===== src/rtl/fetch_unit.sv =====
// Instruction fetch stage: owns pc, reads line_mem, hands lines to decode over valid/ready.
// Latency: a line read at pc is visible on instr one cycle later; one instruction per cycle with ready high.
// Backpressure: instr_valid && !instr_ready stalls fetch (mem_en=0) and holds instr/instr_ip/pc stable.
module fetch_unit #(
  parameter int                    IP_WIDTH   = 8,
  parameter int                    LINE_WIDTH = 32,
  parameter int                    NUM_LINES  = 4,
  parameter logic [LINE_WIDTH-1:0] HALT_WORD  = {LINE_WIDTH{1'b1}},
  parameter logic [IP_WIDTH-1:0]   RESET_IP   = '0
) (
  input  logic                  clk,
  input  logic                  rst,
  input  logic                  start,
  output logic                  mem_en,
  output logic [IP_WIDTH-1:0]   mem_ip,
  input  logic [LINE_WIDTH-1:0] mem_line,
  output logic [LINE_WIDTH-1:0] instr,
  output logic [IP_WIDTH-1:0]   instr_ip,
  output logic                  instr_valid,
  input  logic                  instr_ready,
  input  logic                  redirect_valid,
  input  logic [IP_WIDTH-1:0]   redirect_ip,
  output logic                  halted,
  output logic                  fault
);

  typedef enum logic [1:0] {
    IDLE  = 2'd0,
    RUN   = 2'd1,
    HALT  = 2'd2,
    FAULT = 2'd3
  } state_t;

  // Highest legal fetch address; the halt-sentinel slot itself is fetchable.
  localparam logic [IP_WIDTH-1:0] LAST_IP = IP_WIDTH'(NUM_LINES);

  state_t                state_q, state_d;
  logic [IP_WIDTH-1:0]   pc_q, pc_d;
  logic [LINE_WIDTH-1:0] instr_q, instr_d;
  logic [IP_WIDTH-1:0]   instr_ip_q, instr_ip_d;
  logic                  instr_valid_q, instr_valid_d;
  logic                  halted_q, halted_d;
  logic                  fault_q, fault_d;
  logic                  load;

  // A fetch happens only when running, not being redirected, and the IR is free or draining.
  always_comb begin
    load = (state_q == RUN) && !redirect_valid && (!instr_valid_q || instr_ready);
  end

  // Next-state logic: redirect beats fault beats halt beats a normal issue.
  always_comb begin
    state_d       = state_q;
    pc_d          = pc_q;
    instr_d       = instr_q;
    instr_ip_d    = instr_ip_q;
    instr_valid_d = instr_valid_q;
    halted_d      = halted_q;
    fault_d       = fault_q;
    case (state_q)
      IDLE: begin
        if (start) begin
          state_d = RUN;
          pc_d    = RESET_IP;
        end
      end
      RUN: begin
        if (instr_valid_q && instr_ready) instr_valid_d = 1'b0;
        if (redirect_valid) begin
          // Flush the IR even when decode is stalled; the old path is dead.
          pc_d          = redirect_ip;
          instr_valid_d = 1'b0;
        end else if (load) begin
          if (pc_q > LAST_IP) begin
            // pc is left pointing at the offending address for debug.
            state_d       = FAULT;
            fault_d       = 1'b1;
            instr_valid_d = 1'b0;
          end else if (mem_line == HALT_WORD) begin
            // The sentinel is swallowed here and never reaches decode.
            state_d       = HALT;
            halted_d      = 1'b1;
            instr_valid_d = 1'b0;
          end else begin
            instr_d       = mem_line;
            instr_ip_d    = pc_q;
            instr_valid_d = 1'b1;
            pc_d          = pc_q + IP_WIDTH'(1);
          end
        end
      end
      HALT: begin
        if (instr_valid_q && instr_ready) instr_valid_d = 1'b0;
      end
      FAULT: begin
        instr_valid_d = 1'b0;
      end
      default: begin
        state_d = IDLE;
      end
    endcase
  end

  // State and datapath registers, cleared immediately on reset.
  always_ff @(posedge clk or posedge rst) begin
    if (rst) begin
      state_q       <= IDLE;
      pc_q          <= RESET_IP;
      instr_q       <= '0;
      instr_ip_q    <= '0;
      instr_valid_q <= 1'b0;
      halted_q      <= 1'b0;
      fault_q       <= 1'b0;
    end else begin
      state_q       <= state_d;
      pc_q          <= pc_d;
      instr_q       <= instr_d;
      instr_ip_q    <= instr_ip_d;
      instr_valid_q <= instr_valid_d;
      halted_q      <= halted_d;
      fault_q       <= fault_d;
    end
  end

  // Outputs; mem_en is gated by rst so the read enable drops the moment reset asserts.
  always_comb begin
    mem_en      = load && !rst;
    mem_ip      = pc_q;
    instr       = instr_q;
    instr_ip    = instr_ip_q;
    instr_valid = instr_valid_q;
    halted      = halted_q;
    fault       = fault_q;
  end

endmodule


===== config.mk =====
export PLATFORM = sky130hd
export DESIGN_NAME = fetch_unit
export DESIGN_NICKNAME = d
export VERILOG_FILES = /design/src/rtl/fetch_unit.sv
export SDC_FILE = /design/constraint.sdc
export NUM_CORES = 1
export LEC_CHECK = 0
export BUFFER_PORTS_ARGS = -buffer_cell sky130_fd_sc_hd__buf_2
export CAP_MARGIN = 20
export CELL_PAD_IN_SITES_DETAIL_PLACEMENT = 1
export CELL_PAD_IN_SITES_GLOBAL_PLACEMENT = 2
export CORE_MARGIN = 3
export CORE_UTILIZATION = 23
export CTS_CLUSTER_SIZE = 28
export DETAILED_ROUTE_END_ITERATION = 16
export HOLD_SLACK_MARGIN = 0.06
export PLACE_DENSITY_LB_ADDON = 0.1
export REMOVE_ABC_BUFFERS = 1
export SLEW_MARGIN = 40
export SYNTH_ARGS = -nofsm -noshare
export SYNTH_HDL_FRONTEND = slang
export SYNTH_SLANG_ARGS = --single-unit

===== constraint.sdc =====
create_clock -name clk -period 2.2 [get_ports clk]
set_input_delay 0.22 -clock clk [delete_from_list [all_inputs] [get_ports clk]]
set_output_delay 0.22 -clock clk [all_outputs]
set_load 0.01 [all_outputs]

==> impl_results.md, run 1 <==
* Status: completed
* # Max-Cap Violations at 0
* Sink Count at 53
* Met3 WL at about 480 um
* DR top layer: met4
* Worst-Margin Slew at 0.565 ns
* Buffers on Ports at 96
* Routed WL at 6280 um
* Layout Utilization at 0.327
* Pins over their slew limit at 0
* FILL cells at 1101
* FF+latch count, synth at 53
* Gpl congestion at around 0.7
* Seq/Total Area, Yosys at 0.587
* Grt ovf at 0
* Pin count of the biggest net entering global routing at 31
* Synth area leader: dfrtp_1
* Final ANT Viol Nets at 0
* Startpoint Class: register
* Placed cells at roughly 400
* Chip height at around 110 um
* Final Skew at 0.00577 ns
* Hold Worst Slack at approximately 0.16 ns
* Ranking of synthesized cells by area: dfrtp_1 (59%), mux2_2 (18%), a32o_1 (2.2%)
* Area Growth Syn to Fin at 35.6%
* Metal-1 WL at approximately 2800 um
* Initial antenna violation count at 0
* Final setup vio count at 0
* Ant diodes at 0
* First-pass GRT wire length at 10400 um
* Clk_lat worst skew at 0.30 ns
* Post-Synthesis Mean Instance Area at between 10 and 15 um2
* CP Capture Type: register
* Tmin final at just over 2 ns
* PD cells at ~1200 mW/mm2
* Main combinational cell family by area after synthesis: multiplexers
* CTS tree: done
* I/O pins at between 90 and 100
* Post-synth EDFFs at 0
* Std-Cell Rows at 35
* Worst path cell trace: or4_4 > nor3_4 > nor4b_4 > a21oi_2 > o41ai_2
* Fin. Hold Viols at 0
* Clock tree root driver cell: clkbuf_8
* Bufs and invs on worst path at 0
* Via count at between 1.5k and 2k
* Nets at between 300 and 400
* Multi-input logic area at 887 um2
* Sequential standard cell area at around 0.0013 mm2
* Cts bufs inserted at 5
* Post-route setup slack at 0.173 ns
* PostCTS Resize Cnt at 0
* Post-synth top area share at 0.587
* HP Class: in2reg
* Htree depth at 2
* Count of different cell masters after synthesis at 33
* Die area at 0.0110 mm2
* DPL Wire Length at between 4000 and 5000 um
* CP Max Fanout at 5
* Post-synthesis xor/xnor area fraction at 0
* Vias in the first global route at ~2k
* GRT Util Overall at 0.118
* Post-Place Setup Slack at between 0.15 and 0.2 ns
* Wire length on met2 at around 3000 um
* Commonest non-fill, non-tap cell in the layout: buf_2
* Simple-Gate Fraction of Synth Area at 0.117
* Peak VDD IR at 436 uV
* Core Area at around 0.0094 mm2
* Layout cells sized above 1 at 0.572
* Fin crit share at 0.922
* Yosys Warn Count at 0
* Kind of cell adding the most delay to the critical path: simple AND/OR/NAND/NOR gates
* Most frequent cells in the layout: buf_2 (96), dfrtp_1 (53), mux2_2 (36), nand4_1 (8), buf_4 (8)
* Mapped Cells at between 150 and 200
* Worst EP required at around 2.4 ns
* Final std cells w/o fill at 405
* Mux cell area share after synthesis at 0.188
* Most common flop cell mapped by yosys: dfrtp_1
* Worst Path Arrival at around 2.2 ns
* Synth Area in Compound Gates at 0.0737
* Ys async rst share at 1.00
* Initial DRC count at 18
* Post-synthesis cell area at around 0.0023 mm2
* Pleak at between 1.5 and 2 nW
* Fmax at just under 500 MHz
* Area share of fa/ha/maj cells after synthesis at 0.0111
* Critical setup path kind: reg2reg
* CP max-delay cell: or4_4
* Routed WL per cell at ~16 um
* Initial core utilization at 0.241
* Slew HR at 0.623
* RSZ-0062 raised after global routing: false
* CTS Buffer Depth at 2
* First-pass DRT Iterations at 4
* Vias per inst at between 4 and 5
* Die X at about 110 um
* Max stage delay on crit path at roughly 0.56 ns
* Worst-path clk slew at 0.10 ns
* Remaining DRCs at 0
worst register-to-register path, stage by stage, from the launching register on:
cell	delay, ns
dfrtp_1	0.42
or4_4	0.56
nor3_4	0.17
nor4b_4	0.32
a21oi_2	0.17
o41ai_2	0.29
state kept, by name, indices dropped and copies added (netlist names):
register	cells
mem_ip	8
instr	32
fault	1
halted	1
state_q	2
instr_ip	8
instr_valid	1
routing by layer:
layer / GRT usage / vias up
li1: - / 817
met1: 0.145 / 852
met2: 0.194 / 55
met3: 0.0439 / 5
met4: 0.0337 / 0
met5: 0 / -
worst paths after layout:
path,from,endpoint,slack (ns),cells after the start
max,mem_ip[3],mem_ip[0],0.17,5
min reg2reg,halted,halted,0.48,1
min in group asynchronous,rst,mem_ip[4],0.52,3
max in group asynchronous,rst,instr[3],1.12,4
max reg2reg,mem_ip[3],mem_ip[0],0.17,5
min,mem_line[26],instr[26],0.16,2
cells by family after synthesis:
logic type      count (synthesis)
mux                            38
buf+inv                        12
simple gates                   44
fa+ha+maj                       2
flops                          53
compound gates                 20
final cells by class:
type / count / share of cell area
clock buffer: 6 / 0.0237
clock inverter: 2 / 0.00327
inverter: 4 / 0.00490
multi-input combinational: 104 / 0.290
sequential: 53 / 0.433
tap: 129 / 0.0527
timing repair buffer: 107 / 0.193
where the power goes:
| group | internal, mW | switching [mW] |
|---|---|---|
| clock network | 0.222 | 0.328 |
| logic | 0.748 | 0.717 |
| registers | 1.35 | 0.218 |
what timing repair did:
item / CTS / global route
buffers inserted: 0 / 0
endpoints found under the hold margin: 23 / 0
endpoints found under the setup margin: 0 / 0
hold buffers: 1 / 0
Yosys cell counts (all sizes together), types with 2 or more instances:
cell / number
inv: 4
clkbuf: 4
o22ai: 2
and2: 5
buf: 4
nor2b: 4
nor2: 7
a21o: 2
nand3: 4
nand2: 7
ha: 2
nor3: 3
mux2: 36
mux2i: 2
a21oi: 3
nand4: 8
o21bai: 2
dfrtp: 53
a32o: 5
through the flow:
stage	area (um2)	power, mW	setup TNS (ns)
after floorplan	2220	2.38	-22.74
after detailed placement	2970	3.09	0
after global routing	3060	3.88	0
final	3060	3.58	0
after global placement	2970	3.09	0
after CTS	3060	3.66	0
(Power assumes the default switching activity.)
==> inputs of run 2 (changes only) <==
Settings changed: PLACE_DENSITY_LB_ADDON 0.1 to 0.12.
==> run 2 against run 1 <==
Die area did not move. Combinational power is essentially flat. Worst setup slack got worse by 0.038 ns. Via count decreased by 0.52%. Hold slack lost 0.050 ns. Sequential power about the same. Wire length fell by 3.1%. Count of clock-buffer cells in the layout rose by 1. Critical endpoint unchanged. Global-route usage shrank 0.52 points. Clock skew grew 0.0072 ns. Clock power fell by 1%.
==> impl_results.md, run 2 (synthesis gave the netlist of run 1 again) <==
* Status: completed
* Via count at 1720 (-0.52%)
* Fin. Hold Viols at 0 (unchanged)
* Die X at 105 um (unchanged)
* Htree depth at 2 (unchanged)
* Peak VDD IR at 429 uV (-1.5%)
* Final setup vio count at 0 (unchanged)
* Grt ovf at 0 (unchanged)
* Pins over their slew limit at 0 (unchanged)
* Worst-path clk slew at 0.10 ns (about the same)
* Crit path depth at 5 (unchanged)
* PD cells at 1170 mW/mm2 (+0.20%)
* Total setup buffers inserted after CTS at 0 (unchanged)
* Initial DRC count at 41 (+23)
* Worst-Margin Slew at 0.700 ns (+0.135 ns)
* Kind of cell adding the most delay to the critical path: simple AND/OR/NAND/NOR gates
* First-pass GRT wire length at 9940 um (-4.8%)
* CP Capture Type: register
* Clock tree root driver cell: clkbuf_8
* Startpoint Class: register
* Reg2Reg Depth at 5 (unchanged)
* Sink Count at 53 (unchanged)
* Largest register FFs at 32 (unchanged)
* Chip height at 105 um (unchanged)
* CTS Buffer Depth at 2 (unchanged)
* Layout Utilization at 0.323 (-0.00387)
* Initial antenna violation count at 0 (unchanged)
* Nets at 319 (-0.93%)
* CTS tree: done
* Pleak at 1.52 nW (-1.6%)
* DPL Wire Length at 4560 um (-6.0%)
* Clk_lat worst skew at 0.30 ns (about the same)
* Remaining DRCs at 0 (unchanged)
* Gpl congestion at 0.715 (+1.0%)
* Cts bufs inserted at 5 (unchanged)
* Worst Path Arrival at 2.26 ns (+0.02 ns)
* GRT Util Overall at 0.113 (-0.00516)
* CP Max Fanout at 6 (+1)
* Vias per inst at 4.28 (+0.22%)
* # Max-Cap Violations at 0 (unchanged)
* Post-route setup slack at 0.135 ns (-0.0380 ns)
* Ant diodes at 0 (unchanged)
* Worst EP required at 2.39 ns (-0.02 ns)
* Fin crit share at 0.939 (+0.0173)
* Core Area at 0.00937 mm2 (unchanged)
* PostCTS Resize Cnt at 0 (unchanged)
* Most frequent cells in the layout: buf_2 (96), dfrtp_1 (53), mux2_2 (36), nand4_1 (8)
* I/O pins at 97 (unchanged)
* Die area at 0.0110 mm2 (unchanged)
* Buffers on Ports at 96 (unchanged)
* R2R Path Start: mem_ip[3]
* Fmax at 484 MHz (-1.8%)
* Vias in the first global route at 1891 (-5.1%)
* Std-Cell Rows at 35 (unchanged)
* Worst R2R Setup Slack at 0.13 ns (-0.04 ns)
* Layout cells sized above 1 at 0.568 (-0.00470)
* Pin count of the biggest net entering global routing at 54 (+74%)
* Critical setup path kind: reg2reg
* Commonest non-fill, non-tap cell in the layout: buf_2
* Worst path cell trace: or4_4 > nor3_4 > nor4b_4 > a21oi_2 > o41ai_2
* Final ANT Viol Nets at 0 (unchanged)
* Final Skew at 0.0129 ns (+0.00716 ns)
* Initial core utilization at 0.241 (unchanged)
* Reg-to-reg endpoint: mem_ip[0]
* Hold_buf cts at 0 (-1)
* RSZ-0062 raised after global routing: false
* Routed WL at 6080 um (-3.1%)
* Routed WL per cell at 15.1 um (-2.4%)
* Bufs and invs on worst path at 0 (unchanged)
* Max stage delay on crit path at 0.55 ns (about the same)
* Final setup TNS at 0 ns (unchanged)
* Slew HR at 0.533 (-0.0892)
* First-pass DRT Iterations at 4 (unchanged)
* Tmin final at 2.07 ns (+0.0380 ns)
* CP max-delay cell: or4_4
* Area Growth Syn to Fin at 34.0%
* HP Class: in2async
* Post-Place Setup Slack at 0.101 ns (-0.0631 ns)
-- run 2: layout make-up --
class                      instances  area, um2
fill                            1088       6340
sequential                        53       1330
multi-input combinational        104        887
timing repair buffer             104        553
tap                              129        161
clock buffer                       7       76.3
inverter                           4       15.0
clock inverter                     1       7.51
-- run 2: layer usage --
layer  up-vias  track usage  wire [um]
met5         -            0          0
met4         0       0.0281         61
met3         6       0.0401        468
met2        63        0.189       2880
met1       835        0.139       2670
li1        816            -          -
-- run 2: tightest hold or removal path, delay by kind of cell --
kind	cells	cell delay, ns
buffers and inverters	3	0.70
-- run 2: through the flow --
step,hold slack [ns],power [mW],instance area [um2],instances
after floorplan,0.371,2.38,2220,161
after global placement,0.466,3.05,2940,394
after detailed placement,0.459,3.07,2940,394
after CTS,0.129,3.63,3030,402
after global routing,0.138,3.86,3030,402
final,0.106,3.55,3030,402
-- run 2: worst max path at each step --
| stage | to | slack (ns) | startpoint |
|---|---|---|---|
| 6_report | mem_ip[0] | 0.13 | mem_ip[3] |
| 3_3_place_gp | mem_ip[0] | 0.17 | mem_ip[3] |
| 4_1_cts | mem_ip[0] | 0.08 | mem_ip[3] |
| 3_5_place_dp | mem_ip[0] | 0.10 | mem_ip[3] |
| 5_1_grt | mem_ip[0] | 0.003 | mem_ip[3] |
| 2_1_floorplan | instr[0] | -0.58 | mem_ip[3] |
-- run 2: power by group --
group	leakage [nW]	switching [mW]	internal, mW
clock network	0.0385	0.317	0.226
registers	0.671	0.222	1.35
logic	0.809	0.702	0.729
